==> src/rtl/lcd_pkg.sv <==
// Shared types and constants for the LCD digit writer.
// Holds the FSM encoding and the bus select/lock levels.
package lcd_pkg;

    typedef enum logic [1:0] {
        S_IDLE,
        S_SCAN,
        S_ADDR,
        S_DATA
    } state_e;

    localparam logic ADDR_SEL     = 1'b0;
    localparam logic DATA_SEL     = 1'b1;
    localparam logic BUS_LOCKED   = 1'b1;
    localparam logic BUS_UNLOCKED = 1'b0;

endpackage

==> src/rtl/lcd_digit_writer.sv <==
// Writes a frame of digit patterns to an LCD as address/data beat pairs,
// optionally skipping digits that match what the panel already shows.
module lcd_digit_writer
    import lcd_pkg::*;
#(
    parameter int              NUM_DIGITS  = 5,
    parameter int              DATA_W      = 8,
    parameter logic [DATA_W-1:0] ADDR_BASE = '0,
    parameter bit              REFRESH_ALL = 1'b0
) (
    input  logic                         clk,
    input  logic                         rst,
    input  logic                         enable,
    input  logic                         busLock,
    input  logic [NUM_DIGITS*DATA_W-1:0] digits,
    output logic [DATA_W-1:0]            lcdBus,
    output logic                         addrOrData,
    output logic                         busValid,
    output logic                         busy,
    output logic                         frameDone
);

    localparam int IDX_W = (NUM_DIGITS > 1) ? $clog2(NUM_DIGITS) : 1;
    localparam logic [IDX_W-1:0] LAST = IDX_W'(NUM_DIGITS - 1);

    state_e                         state_q, state_d;
    logic [IDX_W-1:0]               idx_q, idx_d;
    logic [NUM_DIGITS*DATA_W-1:0]   snap_q, snap_d;
    logic [NUM_DIGITS*DATA_W-1:0]   shadow_q, shadow_d;
    logic                           shadow_valid_q, shadow_valid_d;
    logic [DATA_W-1:0]              bus_q, bus_d;
    logic                           aod_q, aod_d;
    logic                           valid_q, valid_d;
    logic                           done_q, done_d;

    logic [DATA_W-1:0] cur_snap;
    logic [DATA_W-1:0] cur_shadow;
    logic [DATA_W-1:0] cur_addr;
    logic              need_wr;
    logic              last;
    logic              unlocked;

    assign cur_snap   = snap_q[idx_q*DATA_W +: DATA_W];
    assign cur_shadow = shadow_q[idx_q*DATA_W +: DATA_W];
    assign cur_addr   = ADDR_BASE + DATA_W'(idx_q);
    assign last       = (idx_q == LAST);
    assign unlocked   = (busLock == BUS_UNLOCKED);
    assign need_wr    = REFRESH_ALL || !shadow_valid_q ||
                        (cur_snap != cur_shadow);

    always_comb begin
        state_d        = state_q;
        idx_d          = idx_q;
        snap_d         = snap_q;
        shadow_d       = shadow_q;
        shadow_valid_d = shadow_valid_q;
        bus_d          = bus_q;
        aod_d          = aod_q;
        valid_d        = 1'b0;
        done_d         = 1'b0;
        unique case (state_q)
            S_IDLE: begin
                if (enable) begin
                    snap_d  = digits;
                    idx_d   = '0;
                    state_d = S_SCAN;
                end
            end
            S_SCAN: begin
                if (need_wr) begin
                    state_d = S_ADDR;
                end else if (last) begin
                    state_d = S_IDLE;
                    done_d  = 1'b1;
                end else begin
                    idx_d = idx_q + 1'b1;
                end
            end
            S_ADDR: begin
                if (unlocked) begin
                    bus_d   = cur_addr;
                    aod_d   = ADDR_SEL;
                    valid_d = 1'b1;
                    state_d = S_DATA;
                end
            end
            S_DATA: begin
                if (unlocked) begin
                    bus_d   = cur_snap;
                    aod_d   = DATA_SEL;
                    valid_d = 1'b1;
                    shadow_d[idx_q*DATA_W +: DATA_W] = cur_snap;
                    if (last) begin
                        state_d        = S_IDLE;
                        done_d         = 1'b1;
                        shadow_valid_d = 1'b1;
                    end else begin
                        state_d = S_SCAN;
                        idx_d   = idx_q + 1'b1;
                    end
                end
            end
            default: state_d = S_IDLE;
        endcase
    end

    always_ff @(posedge clk or negedge rst) begin
        if (!rst) begin
            state_q        <= S_IDLE;
            idx_q          <= '0;
            snap_q         <= '0;
            shadow_q       <= '0;
            shadow_valid_q <= 1'b0;
            bus_q          <= '0;
            aod_q          <= 1'b0;
            valid_q        <= 1'b0;
            done_q         <= 1'b0;
        end else begin
            state_q        <= state_d;
            idx_q          <= idx_d;
            snap_q         <= snap_d;
            shadow_q       <= shadow_d;
            shadow_valid_q <= shadow_valid_d;
            bus_q          <= bus_d;
            aod_q          <= aod_d;
            valid_q        <= valid_d;
            done_q         <= done_d;
        end
    end

    assign lcdBus     = bus_q;
    assign addrOrData = aod_q;
    assign busValid   = valid_q;
    assign frameDone  = done_q;
    assign busy       = (state_q != S_IDLE);

endmodule

==> config.mk <==
export PLATFORM = sky130hd
export DESIGN_NAME = lcd_digit_writer
export DESIGN_NICKNAME = d
export VERILOG_FILES = /design/src/rtl/lcd_pkg.sv /design/src/rtl/lcd_digit_writer.sv
export SDC_FILE = /design/constraint.sdc
export NUM_CORES = 1
export LEC_CHECK = 0
export CORE_AREA = 2 2 100 102
export DETAILED_ROUTE_END_ITERATION = 7
export DIE_AREA = 0 0 102 104
export PLACE_DENSITY = 0.75
export SETUP_SLACK_MARGIN = 0.15
export SKIP_LAST_GASP = 1
export SLEW_MARGIN = 25
export SYNTH_ARGS = -nofsm -noshare
export SYNTH_HDL_FRONTEND = slang
export SYNTH_SLANG_ARGS = --single-unit
export TNS_END_PERCENT = 30
==> constraint.sdc <==
create_clock -name clk -period 2.8 [get_ports clk]
set_clock_uncertainty 0.1 [all_clocks]
set_input_delay 0.28 -clock clk [delete_from_list [all_inputs] [get_ports clk]]
set_output_delay 0.28 -clock clk [all_outputs]
set_load 0.005 [all_outputs]
Yosys cells after proc, flatten, opt, wreduce, memory -nomap -nowiden

Index checks and enable logic that the tools add are counted.

Equality and inequality tests: 10
$add $sub $neg: 2
Reductions and logical operators: 13
Bitwise gates (word level): 1
Mux-type cells: 25
Shifts and indexed selects: 4

Operator list:

| cell                    | number |
|---|---|
| $shiftx 40x7->8         | 2 |
| $bwmux 40               | 1 |
| $shift 8x34->40 const A | 1 |
| $shiftx 8x34->40        | 1 |
| $neg 6->34              | 1 |
| $mux 8                  | 2 |
| $pmux 8 s2              | 1 |
| $mux 3                  | 4 |
| $mux 2                  | 5 |
| $pmux 3 s3              | 1 |
| $mux 1                  | 8 |
| $ne 2x2->1 const B      | 4 |
| $ne 8x8->1              | 1 |
| $pmux 2 s4              | 1 |
| $reduce_and 4->1        | 2 |
| $reduce_and 3->1        | 2 |
| $eq 2x2->1 const B      | 2 |
| $pmux 1 s2              | 2 |
| $reduce_and 2->1        | 2 |
| $reduce_bool 2->1       | 2 |
| $add 3x1->3 const B     | 1 |
| $eq 3x3->1 const B      | 1 |
| $ne 3x3->1 const B      | 1 |
| $reduce_bool 3->1       | 1 |
| other kinds (6)         | 6 |

Register bits: 97
Output and inout port bits: 12

Logic depth before layout (Yosys ltp)

Word-level depth: 5
Mapped depth: 11

Least setup slack after synthesis

OpenSTA, ideal clock, no wires.

Path kind: reg2reg
Start: register idx_q[0]
End: register shadow_q[24]
Cell stages (with the launch flop): 11
Arrival time: 2.579 ns
Buffers on the path: 2
Library setup time: 0.083 ns
Required time: 2.617 ns
Path slack: 0.038 ns
Clock period less this slack: 2.762 ns
Cells stage by stage: dfrtp_1 buf_2 clkinv_1 ha_1 ha_1 nand2_1 a21oi_1 nand2_1 or3_1 clkbuf_1 o21ai_0

Longest elaborated chain between the ends: 3
Elaborated cells on any way between the ends: 5
Classes of those cells: add/sub (1); shift (3); mux (1)

RTL lines:

| element                                                    | line                                           | source |
|---|---|---|
| from (decl)                                                | lcd_digit_writer.sv:27                         | `logic [IDX_W-1:0] idx_q, idx_d;` |
| from (signal assigned)                                     | lcd_digit_writer.sv:120                        | `idx_q <= idx_d;` |
| $shiftx 40x7->8 / $neg 6->34 (equally long branches)       | lcd_digit_writer.sv:43, lcd_digit_writer.sv:92 |  |
| $shiftx 8x34->40 / $shift 8x34->40 (equally long branches) | lcd_digit_writer.sv:92                         | `shadow_d[idx_q*DATA_W +: DATA_W] = cur_snap;` |
| $bwmux 40 *                                                | lcd_digit_writer.sv:92                         |  |
| to (signal assigned)                                       | lcd_digit_writer.sv:122                        | `shadow_q <= shadow_d;` |
| to (decl)                                                  | lcd_digit_writer.sv:29                         | `logic [NUM_DIGITS*DATA_W-1:0] shadow_q, shadow_d;` |

Mark *: on every way between the ends. The rest lies on a longest branch, timed or not.
A chain may end at the register's enable or synchronous reset.

Final worst setup path

Start: register idx_q[1]
End: register idx_q[0]

Longest elaborated chain between the ends: 5
Elaborated cells on any way between the ends: 11
Classes of those cells: eq/ne (3); shift (2); mux (4); reduce/logical (2)

RTL lines:

| element                                   | line                                           | source |
|---|---|---|
| $shiftx 40x7->8, on equally long branches | lcd_digit_writer.sv:43, lcd_digit_writer.sv:44 |  |
| $ne 8x8->1                                | lcd_digit_writer.sv:49                         | `(cur_snap != cur_shadow);` |
| $logic_or 1x1->1                          | lcd_digit_writer.sv:48                         | `assign need_wr = REFRESH_ALL \|\| !shadow_valid_q \|\|` |
| $ne 2x2->1 (no source line)               | -                                              |  |
| $reduce_and 4->1 (no source line)         | -                                              |  |

Parallel ways exist; a longest one is shown, timed or not. The select of a mux whose other input is x is not followed.

==> qor.txt <==
Max clock buf depth -> 2
Critical R2R Capture -> idx_q[0]
Reg-to-reg startpoint -> idx_q[1]
Crit path kind -> reg2reg
Layout net count -> 553
Worst-Margin Slew -> 0.623 ns
Worst path arrival time -> 2.88 ns
Routed wire length per instance -> 16.9 um
# fillers -> 780
Crit-path max FO -> 6
# diodes -> 0
Total grt overflow -> 0
1st-iter DRT viols -> 199
Design Area, Final -> 0.00587 mm^2
PortBufs -> 55
Final setup fails -> 0
Synth async-reset ratio -> 100%
Final hold viol count -> 0
Top cell type's share of synthesized area -> 52.6%
Synth Register Bits -> 97
TritonCTS clock tree -> done
Reg2Reg Setup Slack -> 0.11 ns
Avg Cell Area, Syn -> 11.2 um^2
Pre-antenna DRT Iters -> 4
Boundary Pins -> 56
Placed cell area -> 0.00550 mm^2
Die Y -> 104 um
Max cap viols -> 0
Mapped cell area -> 0.00461 mm^2
H-Tree Depth -> 3
Leak -> 2.52 nW
CTS Root Cell -> clkbuf_8
First-pass GRT wire length -> 18100 um
DRC -> 0
Largest net degree at the start of global routing -> 51
Die area -> 0.0106 mm^2
RSZ-0062 raised after global routing -> true
Syn Inst Count -> 412
Post-detail-place hpwl -> 7900 um
Type of origin of the critical path -> flop
Final Instance Count excl. Fillers -> 640
CTS buffer count -> 9
Via density -> 5.42
Core Area -> 0.00955 mm^2
HP Class -> in2async
Starting Density -> 48.3%
Multi-input gate area -> 0.00205 mm^2
Ratio of cells with drive above 1 in the final layout -> 27.2%
Syn nets -> 463
Register area share after synthesis -> 52.6%
Number of global-route vias before repair -> 3658
WL final -> 10800 um
Area leader, netlist -> dfrtp_1
Peak supply drop -> 432 uV
Routed Antenna Nets -> 0
Largest cells by area after synthesis -> dfrtp_1 (53%), mux2_2 (12%), mux2i_1 (5.4%)
Status -> complete, no violations
Layout area overhead -> 27.4%
Worst-path clk slew -> 0.10 ns
Setup crit end kind -> flop
Post-synthesis cell type count -> 46
Slew Viols, Final -> 0
Most frequent cell after synthesis -> dfrtp_1
R2R cell count -> 9
Synth cell count leaders -> dfrtp_1 (97), nand2_1 (58), o21ai_0 (49)
Pwr dens -> 1080 mW/mm^2
Die Wd -> 102 um
Tcrit/Tclk final -> 96.1%
Period minus WS final -> 2.69 ns
Initial antenna violation count -> 0
Placed cells -> 615
Ys flop type -> dfrtp_1
Clock Sinks -> 97
Row count -> 36
Worst-skew pair later-pin latency -> 0.37 ns
Total GRT Usage -> 22.0%
Sequential cell area -> 0.00243 mm^2
Worst Path Required -> 2.99 ns
Vias after detailed routing -> 3468
EDFF count, synth -> 0
Ys Warns -> 0
Worst rel slew slack -> 58.5%
RD Place Congestion -> 0.896
Fmax -> 372 MHz
## where the power goes
group / switching (mW) / internal (mW) / total [mW]
clock network: 0.490 / 0.556 / 1.05
logic: 1.46 / 1.51 / 2.97
registers: 0.380 / 1.94 / 2.32
total: 2.33 / 4.00 / 6.33
## area by class of cell
| cell class | count | share of cell area (%) |
|---|---|---|
| Multi-Input combinational cell | 278 | 34.9 |
| Timing Repair Buffer | 101 | 15.8 |
| Sequential cell | 97 | 41.4 |
| Clock buffer | 11 | 2.58 |
| Inverter | 15 | 1.04 |
| Clock inverter | 5 | 1.45 |
| Tap cell | 133 | 2.83 |
## state kept, by name (all words and copies together), names as in the netlist, named ones only
register	flops
addrOrData	1
idx_q	3
shadow_valid_q	1
frameDone	1
shadow_q	40
state_q	1
snap_q	40
lcdBus	8
busValid	1
## placed cells by master (no fill, tap or decap), types with 3 or more instances in the layout
cell type        instances
dfrtp_1                 94
nand2_1                 58
clkdlybuf4s50_1         54
mux2_2                  47
o21ai_0                 47
buf_4                   41
mux2i_1                 25
inv_1                   12
clkbuf_8                11
or2_2                    9
a21oi_1                  7
ha_1                     7
o22ai_1                  6
a22oi_1                  6
nor2_1                   6
a31oi_1                  5
a32oi_1                  5
xor2_1                   4
xnor2_1                  4
nand2b_1                 3
nand4_1                  3
dfrtp_2                  3
buf_6                    3
## routing by layer
metal	share of wire (%)	global-route usage, %	up-vias
met5	0	0	-
met2	49	35.2	74
met3	3.8	4.23	21
li1	-	-	1639
met1	45	29.5	1734
met4	2.1	8.48	0
## stage by stage
step	total power [mW]	hold slack, ns	worst slack, ns	util [%]	setup TNS [ns]
floorplan	4.00	-0.116	0.165	-	0
global placement	5.05	0.224	0.111	57.6	0
detailed placement	5.12	0.235	-0.0287	57.6	-0.0287
CTS	6.26	0.368	0.160	60.7	0
global route	6.76	0.399	0.0621	61.5	0
finish	6.33	0.364	0.110	61.5	0
## critical path, stage by stage (launching register included)
cell     delay, ns
dfrtp_2       0.46
buf_6         0.15
or2_2         0.35
o22ai_1       0.22
a31oi_1       0.09
xor2_1        0.20
nor4_2        0.34
and4_4        0.29
a41o_4        0.21
mux2i_1       0.20
## worst max path at each step
stage / from / end / slack [ns] / cells after the start
floorplan: idx_q[1] / shadow_q[24] / 0.17 / 11
global placement: idx_q[1] / idx_q[1] / 0.11 / 9
detailed placement: idx_q[2] / idx_q[0] / -0.03 / 7
CTS: idx_q[1] / idx_q[0] / 0.16 / 9
global route: idx_q[1] / idx_q[0] / 0.06 / 9
finish: idx_q[1] / idx_q[0] / 0.11 / 9
## cells by family after synthesis
group | Yosys count | synth area share, %
muxes | 74 | 17.5
adders and majority gates | 7 | 1.90
AOI/OAI and AO/OA | 97 | 13.3
xor gates and xnor gates | 8 | 1.52
DFF | 97 | 52.6
buffers and inverters | 37 | 3.99
and+or+nand+nor | 92 | 9.22
## timing repair
action	CTS	global route
setup buffers	4	4
cloned	0	0
pin swaps	1	7
resized for setup	7	12
endpoints found under the hold margin	47	0
hold buffers	1	0
endpoints found under the setup margin	5	32
Power figures use the tool's default switching activity.
